<file path="config.mk">
export PLATFORM = sky130hd
export DESIGN_NAME = dct_2d_row_sched_flat
export DESIGN_NICKNAME = d
export VERILOG_FILES = /design/src/rtl/dct_2d_row_sched_if.sv /design/src/rtl/dct_2d_row_sched.sv /design/src/flat_wrapper.sv
export SDC_FILE = /design/constraint.sdc
export NUM_CORES = 2
export LEC_CHECK = 0
export CAP_MARGIN = 20
export CORE_ASPECT_RATIO = 2
export CORE_MARGIN = 2
export CORE_UTILIZATION = 60
export DETAILED_ROUTE_END_ITERATION = 16
export GPL_ROUTABILITY_DRIVEN = 0
export PLACE_DENSITY = 0.79
export SYNTH_ARGS = -nofsm -noshare
export SYNTH_HDL_FRONTEND = slang
export SYNTH_SLANG_ARGS = --single-unit
</file>
<file path="constraint.sdc">
create_clock -name clk -period 3.3 [get_ports clk]
set_clock_uncertainty 0.1 [all_clocks]
set_input_delay 0.495 -clock clk [delete_from_list [all_inputs] [get_ports clk]]
set_output_delay 0.495 -clock clk [all_outputs]
set_load 0.03 [all_outputs]
</file>
<file path="src/rtl/dct_2d_row_sched_if.sv">
// Row-in / column-out stream bundle for the 16-point 2-D DCT row scheduler.
// The scheduler sits on the slave modport; the environment sits on master.
interface dct_2d_row_sched_if #(
    parameter int N  = 16,
    parameter int PW = 8,
    parameter int BW = 11
);
    // valid/ready: a transfer happens on a rising clk edge where both valid and ready are 1;
    // once valid is raised the payload holds stable and valid stays high until that transfer.
    logic              in_valid;
    logic              in_ready;
    logic [N*PW-1:0]   in_row;
    logic [N*PW-1:0]   dct_row_in;
    logic [N*BW-1:0]   dct_row_out;
    logic              out_valid;
    logic              out_ready;
    logic [N*BW-1:0]   out_col;
    logic [3:0]        out_col_idx;
    logic              out_last;
    logic              blk_done;

    modport master (
        output in_valid, in_row, dct_row_out, out_ready,
        input  in_ready, dct_row_in, out_valid, out_col, out_col_idx, out_last, blk_done
    );

    modport slave (
        input  in_valid, in_row, dct_row_out, out_ready,
        output in_ready, dct_row_in, out_valid, out_col, out_col_idx, out_last, blk_done
    );
endinterface

</file>
<file path="src/rtl/dct_2d_row_sched.sv">
// Load/drain sequencer and 16x16 transpose buffer between the row and column DCT stages.
// Optional macro DCT_PIPE_REG_EN registers the row-DCT result and adds a FLUSH state.
module dct_2d_row_sched #(
    parameter int N  = 16,
    parameter int BW = 11
) (
    input  logic                 clk,
    input  logic                 rstn,
    dct_2d_row_sched_if.slave    bus,
    output logic [1:0]           dbg_state
);
    localparam logic [1:0] ST_LOAD  = 2'd0;
    localparam logic [1:0] ST_FLUSH = 2'd1;
    localparam logic [1:0] ST_DRAIN = 2'd2;

    logic [1:0]     state;
    logic [3:0]     row_cnt;
    logic [3:0]     col_cnt;
    logic [BW-1:0]  tbuf [N][N];

    logic           in_fire;
    logic           out_fire;
    logic           wr_en;
    logic [3:0]     wr_idx;
    logic [N*BW-1:0] wr_row;

    assign bus.in_ready    = rstn && (state == ST_LOAD);
    assign bus.out_valid   = (state == ST_DRAIN);
    assign bus.dct_row_in  = bus.in_row;
    assign bus.out_col_idx = col_cnt;
    assign bus.out_last    = bus.out_valid && (col_cnt == 4'd15);
    assign bus.blk_done    = out_fire && (col_cnt == 4'd15);
    assign dbg_state       = state;

    assign in_fire  = bus.in_valid && bus.in_ready;
    assign out_fire = bus.out_valid && bus.out_ready;

`ifdef DCT_PIPE_REG_EN
    // Row-DCT result is retimed one cycle; the last row lands during FLUSH.
    localparam logic [1:0] ST_AFTER_LOAD = ST_FLUSH;

    logic            pipe_we;
    logic [3:0]      pipe_idx;
    logic [N*BW-1:0] pipe_row;

    always_ff @(posedge clk or negedge rstn) begin
        if (!rstn) pipe_we <= 1'b0;
        else       pipe_we <= in_fire;
    end

    always_ff @(posedge clk) begin
        if (in_fire) begin
            pipe_idx <= row_cnt;
            pipe_row <= bus.dct_row_out;
        end
    end

    assign wr_en  = pipe_we;
    assign wr_idx = pipe_idx;
    assign wr_row = pipe_row;
`else
    localparam logic [1:0] ST_AFTER_LOAD = ST_DRAIN;

    assign wr_en  = in_fire;
    assign wr_idx = row_cnt;
    assign wr_row = bus.dct_row_out;
`endif

    always_ff @(posedge clk or negedge rstn) begin
        if (!rstn) begin
            state   <= ST_LOAD;
            row_cnt <= 4'd0;
            col_cnt <= 4'd0;
        end else begin
            case (state)
                ST_LOAD: begin
                    if (in_fire) begin
                        row_cnt <= row_cnt + 4'd1;
                        if (row_cnt == 4'd15) state <= ST_AFTER_LOAD;
                    end
                end
                ST_FLUSH: state <= ST_DRAIN;
                ST_DRAIN: begin
                    if (out_fire) begin
                        col_cnt <= col_cnt + 4'd1;
                        if (col_cnt == 4'd15) state <= ST_LOAD;
                    end
                end
                default: state <= ST_LOAD;
            endcase
        end
    end

    // Row r of the buffer holds the N coefficients of input row r; X_0 sits in the MSB slice.
    always_ff @(posedge clk or negedge rstn) begin
        if (!rstn) begin
            for (int r = 0; r < N; r++) begin
                for (int k = 0; k < N; k++) begin
                    tbuf[r][k] <= '0;
                end
            end
        end else if (wr_en) begin
            for (int k = 0; k < N; k++) begin
                tbuf[wr_idx][k] <= wr_row[(N-1-k)*BW +: BW];
            end
        end
    end

    always_comb begin
        bus.out_col = '0;
        for (int r = 0; r < N; r++) begin
            bus.out_col[(N-1-r)*BW +: BW] = tbuf[r][col_cnt];
        end
    end
endmodule

</file>
<file path="src/flat_wrapper.sv">
// flat-port wrapper written by rule: the top's interface ports become plain ports
module dct_2d_row_sched_flat 
#(
    parameter int N  = 16,
    parameter int BW = 11
)
  (clk, rstn, dbg_state, bus_in_valid, bus_in_row, bus_dct_row_out, bus_out_ready, bus_in_ready, bus_dct_row_in, bus_out_valid, bus_out_col, bus_out_col_idx, bus_out_last, bus_blk_done);
  dct_2d_row_sched_if #(.N(N), .PW((8)), .BW(BW)) bus_i ();
  input  logic clk;
  input  logic rstn;
  output logic [1:0] dbg_state;
  input wire logic [$bits(bus_i.in_valid)-1:0] bus_in_valid;
  input wire logic [$bits(bus_i.in_row)-1:0] bus_in_row;
  input wire logic [$bits(bus_i.dct_row_out)-1:0] bus_dct_row_out;
  input wire logic [$bits(bus_i.out_ready)-1:0] bus_out_ready;
  output wire logic [$bits(bus_i.in_ready)-1:0] bus_in_ready;
  output wire logic [$bits(bus_i.dct_row_in)-1:0] bus_dct_row_in;
  output wire logic [$bits(bus_i.out_valid)-1:0] bus_out_valid;
  output wire logic [$bits(bus_i.out_col)-1:0] bus_out_col;
  output wire logic [$bits(bus_i.out_col_idx)-1:0] bus_out_col_idx;
  output wire logic [$bits(bus_i.out_last)-1:0] bus_out_last;
  output wire logic [$bits(bus_i.blk_done)-1:0] bus_blk_done;
  assign bus_i.in_valid = bus_in_valid;
  assign bus_i.in_row = bus_in_row;
  assign bus_i.dct_row_out = bus_dct_row_out;
  assign bus_i.out_ready = bus_out_ready;
  assign bus_in_ready = bus_i.in_ready;
  assign bus_dct_row_in = bus_i.dct_row_in;
  assign bus_out_valid = bus_i.out_valid;
  assign bus_out_col = bus_i.out_col;
  assign bus_out_col_idx = bus_i.out_col_idx;
  assign bus_out_last = bus_i.out_last;
  assign bus_blk_done = bus_i.blk_done;
  dct_2d_row_sched #(.N(N), .BW(BW)) u_core (.clk(clk), .rstn(rstn), .bus(bus_i), .dbg_state(dbg_state));
endmodule
</file>
==> results.cfg <==
[floorplanning]
dieWidth_um = 330
fp.dieH_um = 656
initial_core_util_pct = 60.3
rows = 239
core_area_mm2 = 0.211
die-area_mm2 = 0.216
io_pins = 622

[clock_network]
cts_buffers = 243
cts_root_buf = clkbuf_16
cts_max_level = 4
clk_pin_slew_ns = 0.07
clockBufferDepth = 4
cts.sinks = 2825
worstSkewPairLatency_ns = 0.90
tritoncts = yes

[logic_synthesis]
synth_cells = 7634
synth.cell_area_mm2 = 0.127
synth_edf_count = 0
syn-num-nets = 7947
yosysUniqueCellTypes = 28
synthArstFlopShare_pct = 100
syn_avg_cell_area_um2 = 16.7
ys.flop_type = dfrtp_1
ys_seq_area_share_pct = 55.5
yosysWarnings = 0
synth-seq-cells = 2825

[grt]
grt_busiest_layer = met2
use_met1_pct = 46.0
grt_pass1_vias = 82300
globalRouteMet3Util_pct = 11.1
grt-ovfl-total = 0
grt_usage_pct = 40.5
antenna_found_initial = 108
grt_max_degree = 201
grt_pass1_wl_um = 610000
grt_util_met2_pct = 62.2

[pwr]
p_switching_mw = 55.1
p_int_mw = 104
p_per_area_mw_per_mm2 = 1060
p_sw_share_pct = 34.6
p_comb_share_pct = 45.1
power_mw = 159
leakage_nw = 67.2
pwr-share-clk_pct = 18.9
ir_drop_mv = 1.27
pwr-share-seq_pct = 36.0

[sta]
grt_setup_unrepaired = true
hold_viol = 0
slew_headroom_pct = 21.0
fmax_mhz = 245
fin_setup_tns_ns = -108.90
worstMarginPinSlew_ns = 1.18
setup_ws_ns = -0.785
min_period_ns = 4.08
drv_slew = 0
setup_viol = 178
hold_ws_ns = 0.217
post-route-period-util_pct = 124

[routing]
vias = 78000
firstDrtPassIters = 8
ant_nets = 0
drt_iter0_drc = 7728
drc = 0
routedWlPerCell_um = 39.4
totalWireLength_um = 441000
avgViaCountPerCell = 6.97

[cells_and_area]
area_delta_synth_final_pct = 17.8
stdcell_count = 11200
fin_area_mm2 = 0.150
nNetsFinal = 8473
drive_gt1_share_pct = 59.2
fin_util_pct = 71.0

[outcome]
outcome = finished with violations
violations = negative setup slack

[setup_path]
r2r_cells = 5
cp-start-kind = flip-flop
critPathRequiredTime_ns = 2.70
arrival_ns = 3.49
worstPathMaxFanout = 11
crit_path_end_kind = primary output
criticalPathCategory = flip-flop to primary output

[placed_design]
place_area_mm2 = 0.136
port_buffers = 364
dp_hpwl_um = 279000
dp.cells = 10500
place_ws_ns = -0.412

[hold_path]
min_path_cells = 3
hp-class = input pin to flip-flop

[job]
drv_cap = 0
synth_stat cells (2+ instances only):
library cell	instances	area (um^2)
nor2b_1	39	244
dfrtp_1	2825	70700
xnor2_1	5	43.8
clkbuf_1	306	1150
inv_1	2	7.51
o32ai_1	27	236
mux2_2	2623	29500
a21oi_1	65	325
ha_1	5	62.6
nand2b_1	4	25.0
buf_1	17	63.8
nand3_1	6	30.0
nand2_1	9	33.8
buf_4	157	1180
mux4_2	788	17700
buf_6	55	619
a211oi_1	38	285
o22ai_1	27	169
buf_2	299	1500
nor2_1	18	67.6
mux2i_1	119	1190
mux2_1	194	2180
layout by cell type (no fill, tap or decap), types with 24 or more instances in the layout:
cell,synthesis,layout
clkbuf_16,0,272
buf_8,0,24
a21oi_2,0,24
mux2_1,194,194
mux2i_1,119,86
bufinv_16,0,25
buf_4,157,432
buf_6,55,191
dfrtp_1,2825,2821
mux4_2,788,788
clkbuf_1,306,56
diode_2,0,67
nor2b_1,39,27
a211oi_2,0,27
a21oi_4,0,26
mux2_2,2623,2623
buf_12,0,195
clkbuf_8,0,62
clkdlybuf4s50_1,0,161
buf_16,0,58
clkinv_2,0,40
power by group through the flow:
stage	Sequential [mW]	Clock [mW]	Combinational, mW
finish	57.3	30.2	71.8
global route	58.5	31.6	73.8
CTS	56.7	30.3	66.6
detailed placement	57.3	0	61.4
global placement	55.9	0	60.0
floorplan	54.2	0	39.0
layer usage:
layer	wire length, um	share of wire [%]
met5	177	0.040
met4	47000	11
met3	43100	9.8
met2	209000	47
met1	142000	32
cells by family (layout without fill, tap and decap cells):
group	after synthesis	count (layout)	synth area share [%]
simple gates	79	79	0.333
buf+inv	836	1556	3.54
flops	2825	2825	55.5
other cells	1	68	0.00294
mux	3724	3724	39.8
fa+ha+maj	5	5	0.0491
xor+xnor	6	6	0.0412
compound gates	158	158	0.801
critical path, stage by stage (launching register included):
cell and delay [ns]:
dfrtp_4 0.44, buf_12 0.15, buf_16 0.16, buf_16 0.17, buf_12 0.13, mux4_2 0.48
mux4_2 0.76, buf_6 0.25
layout make-up:
type                    instances  area, um^2
clock inverters                76        1060
clock buffers                 363        7190
repair buffers               1115       13700
flip-flops and latches       2825       70700
well taps                    2771        3470
multi-input cells            3973       53800
fillers                     12900       61300
inverters                       2        7.51
diodes                         67         168
timing repair:
action | CTS | global route
pin swaps | 43 | 58
resized for setup | 329 | 303
hold buffers | 2 | 0
setup buffers | 62 | 127
hold endpoints to repair | 481 | 0
endpoints found under the setup margin | 182 | 182
cloned | 25 | 27
sequential cells by signal (all words and copies together), names as in the netlist:
| signal | cells |
|---|---|
| u_core.row_cnt | 4 |
| u_core.bus.out_col_idx | 4 |
| u_core.tbuf | 2816 |
| u_core.dbg_state | 1 |
path summary, 6_finish.rpt:
path | start | end | slack (ns)
max in group asynchronous | rstn | u_core.tbuf[140] | 1.17
min in group asynchronous | rstn | u_core.tbuf[2507] | 0.23
setup / recovery | u_core.bus.out_col_idx[0] | bus_out_col[71] | -0.78
hold / removal | bus_out_ready | u_core.bus.out_col_idx[2] | 0.22
setup reg to reg | u_core.dbg_state[1] | u_core.tbuf[1545] | 0.49
hold reg to reg | u_core.tbuf[1104] | u_core.tbuf[1104] | 0.38
(Power assumes the default switching activity.)
==> patch (same settings) <==
`BW` is set to 11 in 3 places; all go to 12.
--- a/src/rtl/dct_2d_row_sched_if.sv
+++ b/src/rtl/dct_2d_row_sched_if.sv
@@ -3,7 +3,7 @@
 interface dct_2d_row_sched_if #(
     parameter int N  = 16,
     parameter int PW = 8,
-    parameter int BW = 11
+    parameter int BW = 12
 );
     // valid/ready: a transfer happens on a rising clk edge where both valid and ready are 1;
     // once valid is raised the payload holds stable and valid stays high until that transfer.
--- a/src/rtl/dct_2d_row_sched.sv
+++ b/src/rtl/dct_2d_row_sched.sv
@@ -2,7 +2,7 @@
 // Optional macro DCT_PIPE_REG_EN registers the row-DCT result and adds a FLUSH state.
 module dct_2d_row_sched #(
     parameter int N  = 16,
-    parameter int BW = 11
+    parameter int BW = 12
 ) (
     input  logic                 clk,
     input  logic                 rstn,
--- a/src/flat_wrapper.sv
+++ b/src/flat_wrapper.sv
@@ -2,7 +2,7 @@
 module dct_2d_row_sched_flat 
 #(
     parameter int N  = 16,
-    parameter int BW = 11
+    parameter int BW = 12
 )
   (clk, rstn, dbg_state, bus_in_valid, bus_in_row, bus_dct_row_out, bus_out_ready, bus_in_ready, bus_dct_row_in, bus_out_valid, bus_out_col, bus_out_col_idx, bus_out_last, bus_blk_done);
   dct_2d_row_sched_if #(.N(N), .PW((8)), .BW(BW)) bus_i ();
Interface: changed (resized bus_dct_row_out and bus_out_col); port bits go from 622 to 654. No check against the original RTL was run, so the function may have changed too.
==> patch against the original RTL <==
The run still ends with negative setup slack left; worst setup slack improved by 0.035 ns; die area increased by 8.6%; sequential cell count increased by 256; final cell count increased by 8.9%; area after synthesis increased by 8.7%; total power increased by 9.4%; clock power increased by 9.6%; combinational power increased by 9.5%; cell area increased by 9.2%; synthesized cell count increased by 8.6%; routed wire length increased by 6.4%; global-route usage decreased by 0.74 points; critical endpoint is now bus_out_col[17]; largest power group unchanged.
==> patch: results (changes against the original RTL) <==
metric;value;unit;change
ys_types;27;;-3.6%
wl_met1;157;mm;+11%
wire_per_inst;38.5;um;-2.4%
wl_met2;221;mm;+6.0%
htree_levels;5;;+1
antenna_found_initial;136;;+26%
synthTopCellsByCount;dfrtp_1, mux2_2, mux4_2;;
met1_usage;46.4;%;+0.41 points
grt_pass1_wl;656;mm;+7.5%
violations;negative setup slack;;
routed_via_density;6.94;;-0.37%
firstDrtPassIters;5;;-3
use_met3;13.1;%;+1.9 points
highest_layer;met5;;
cts_made_buffers;272;;+12%
largest_reg_flops;3072;;+9.1%
synthAdderAreaFrac;0.0452;%;-0.0039 points
grt_max_degree;191;;-5.0%
p_leak;73.2;nW;+9.0%
synth_compound_area_share;0.751;%;-0.050 points
comb_power;0.0786;W;+9.5%
async_flop_share;100;%;unchanged
synth_nets;8623;;+8.5%
route.met3.wl;49.1;mm;+14%
drt_iter0_drc;8663;;+12%
timing.final.ws_setup;-0.750;ns;+0.0346 ns
setup-tns-final;-116.57;ns;-7.67 ns
nets;9251;;+9.2%
synthXorXnorAreaFrac;0.0380;%;-0.0033 points
ff2ff_path_depth;6;;+1
crit_arrival;3.45;ns;-0.04 ns
synth-seq-area-share;55.7;%;+0.20 points
crit_fanout;7;;-4
slowest_delay;0.67;ns;-0.09 ns
netlist_top_cells_area;dfrtp_1, mux2_2, mux4_2;;
grtUsageTotal;39.7;%;-0.74 points
synth.top_cell.area_share;55.7;%;+0.20 points
worstSkewPairLatency;0.87;ns;-0.03 ns
switching_share;34.5;%;-0.076 points
drive_gt1_share;61.7;%;+2.5 points
io_buffers;396;;+8.8%
globalRouteMet2Util;60.8;%;-1.4 points
vdd_drop_max;1.26;mV;-1.3%
status;complete, but fails checks;;
muxShareOfSynthArea;40.0;%;+0.20 points
dpl.hpwl;296;mm;+6.2%
finalSetupViolCount;195;;+9.6%
tightest_slew;1.25;ns;+0.0671 ns
hold_class;input port to async pin;;
grt_pass1_vias;89400;;+8.6%
place_area;148000;sq um;+9.1%
==> patch: cell count changes in the layout (fill, tap and decap cells not counted), sizes merged, moves of 4 or more <==
cell,delta
dfrtp,+256
mux2,+256
buf,+124
mux4,+80
clkbuf,+35
clkdlybuf4s50,+21
inv,+8
bufinv,-7
diode,-6
a211oi,+4
clkinv,-4
dlygate4sd2,+4
dlymetal6s2s,-4
nor2b,+4
==> patch: through the flow <==
stage / power, W / worst slack [ns] / hold WS, ns / std cells
after floorplan: 0.102 / 0.376 / 0.0994 / 8294
after global placement: 0.125 / -0.261 / 0.304 / 11400
after detailed placement: 0.129 / -0.224 / 0.304 / 11400
after CTS: 0.168 / -0.760 / 0.0485 / 12000
after global routing: 0.179 / -0.766 / 0.0835 / 12200
final: 0.174 / -0.750 / 0.0710 / 12200
==> patch: final timing paths <==
kind                                            from           endpoint  slack [ns]
min reg2reg                        u_core.tbuf[2750]  u_core.tbuf[2750]        0.40
max reg2reg                      u_core.dbg_state[1]  u_core.tbuf[1253]        0.52
max                        u_core.bus.out_col_idx[0]    bus_out_col[17]       -0.75
max in group asynchronous                       rstn  u_core.tbuf[2657]        0.99
min                                             rstn  u_core.tbuf[2724]        0.07
min in group clk                bus_dct_row_out[148]  u_core.tbuf[2836]        0.32
==> patch: what timing repair did <==
| action | CTS | global route |
|---|---|---|
| gates resized for setup | 455 | 333 |
| hold endpoints to repair | 707 | 0 |
| setup buffers | 123 | 107 |
| hold buffers | 1 | 0 |
| endpoints found under the setup margin | 198 | 194 |
| gates cloned | 27 | 26 |
| pin swaps | 44 | 61 |
==> patch: layout make-up <==
type	count	area, sq um
diodes	61	153
clock buffers	403	8190
clock inverters	69	868
fillers	13800	65600
inverters	3	11.3
multi-input cells	4311	58400
flip-flops and latches	3081	77100
well taps	3012	3770
repair buffers	1253	15500
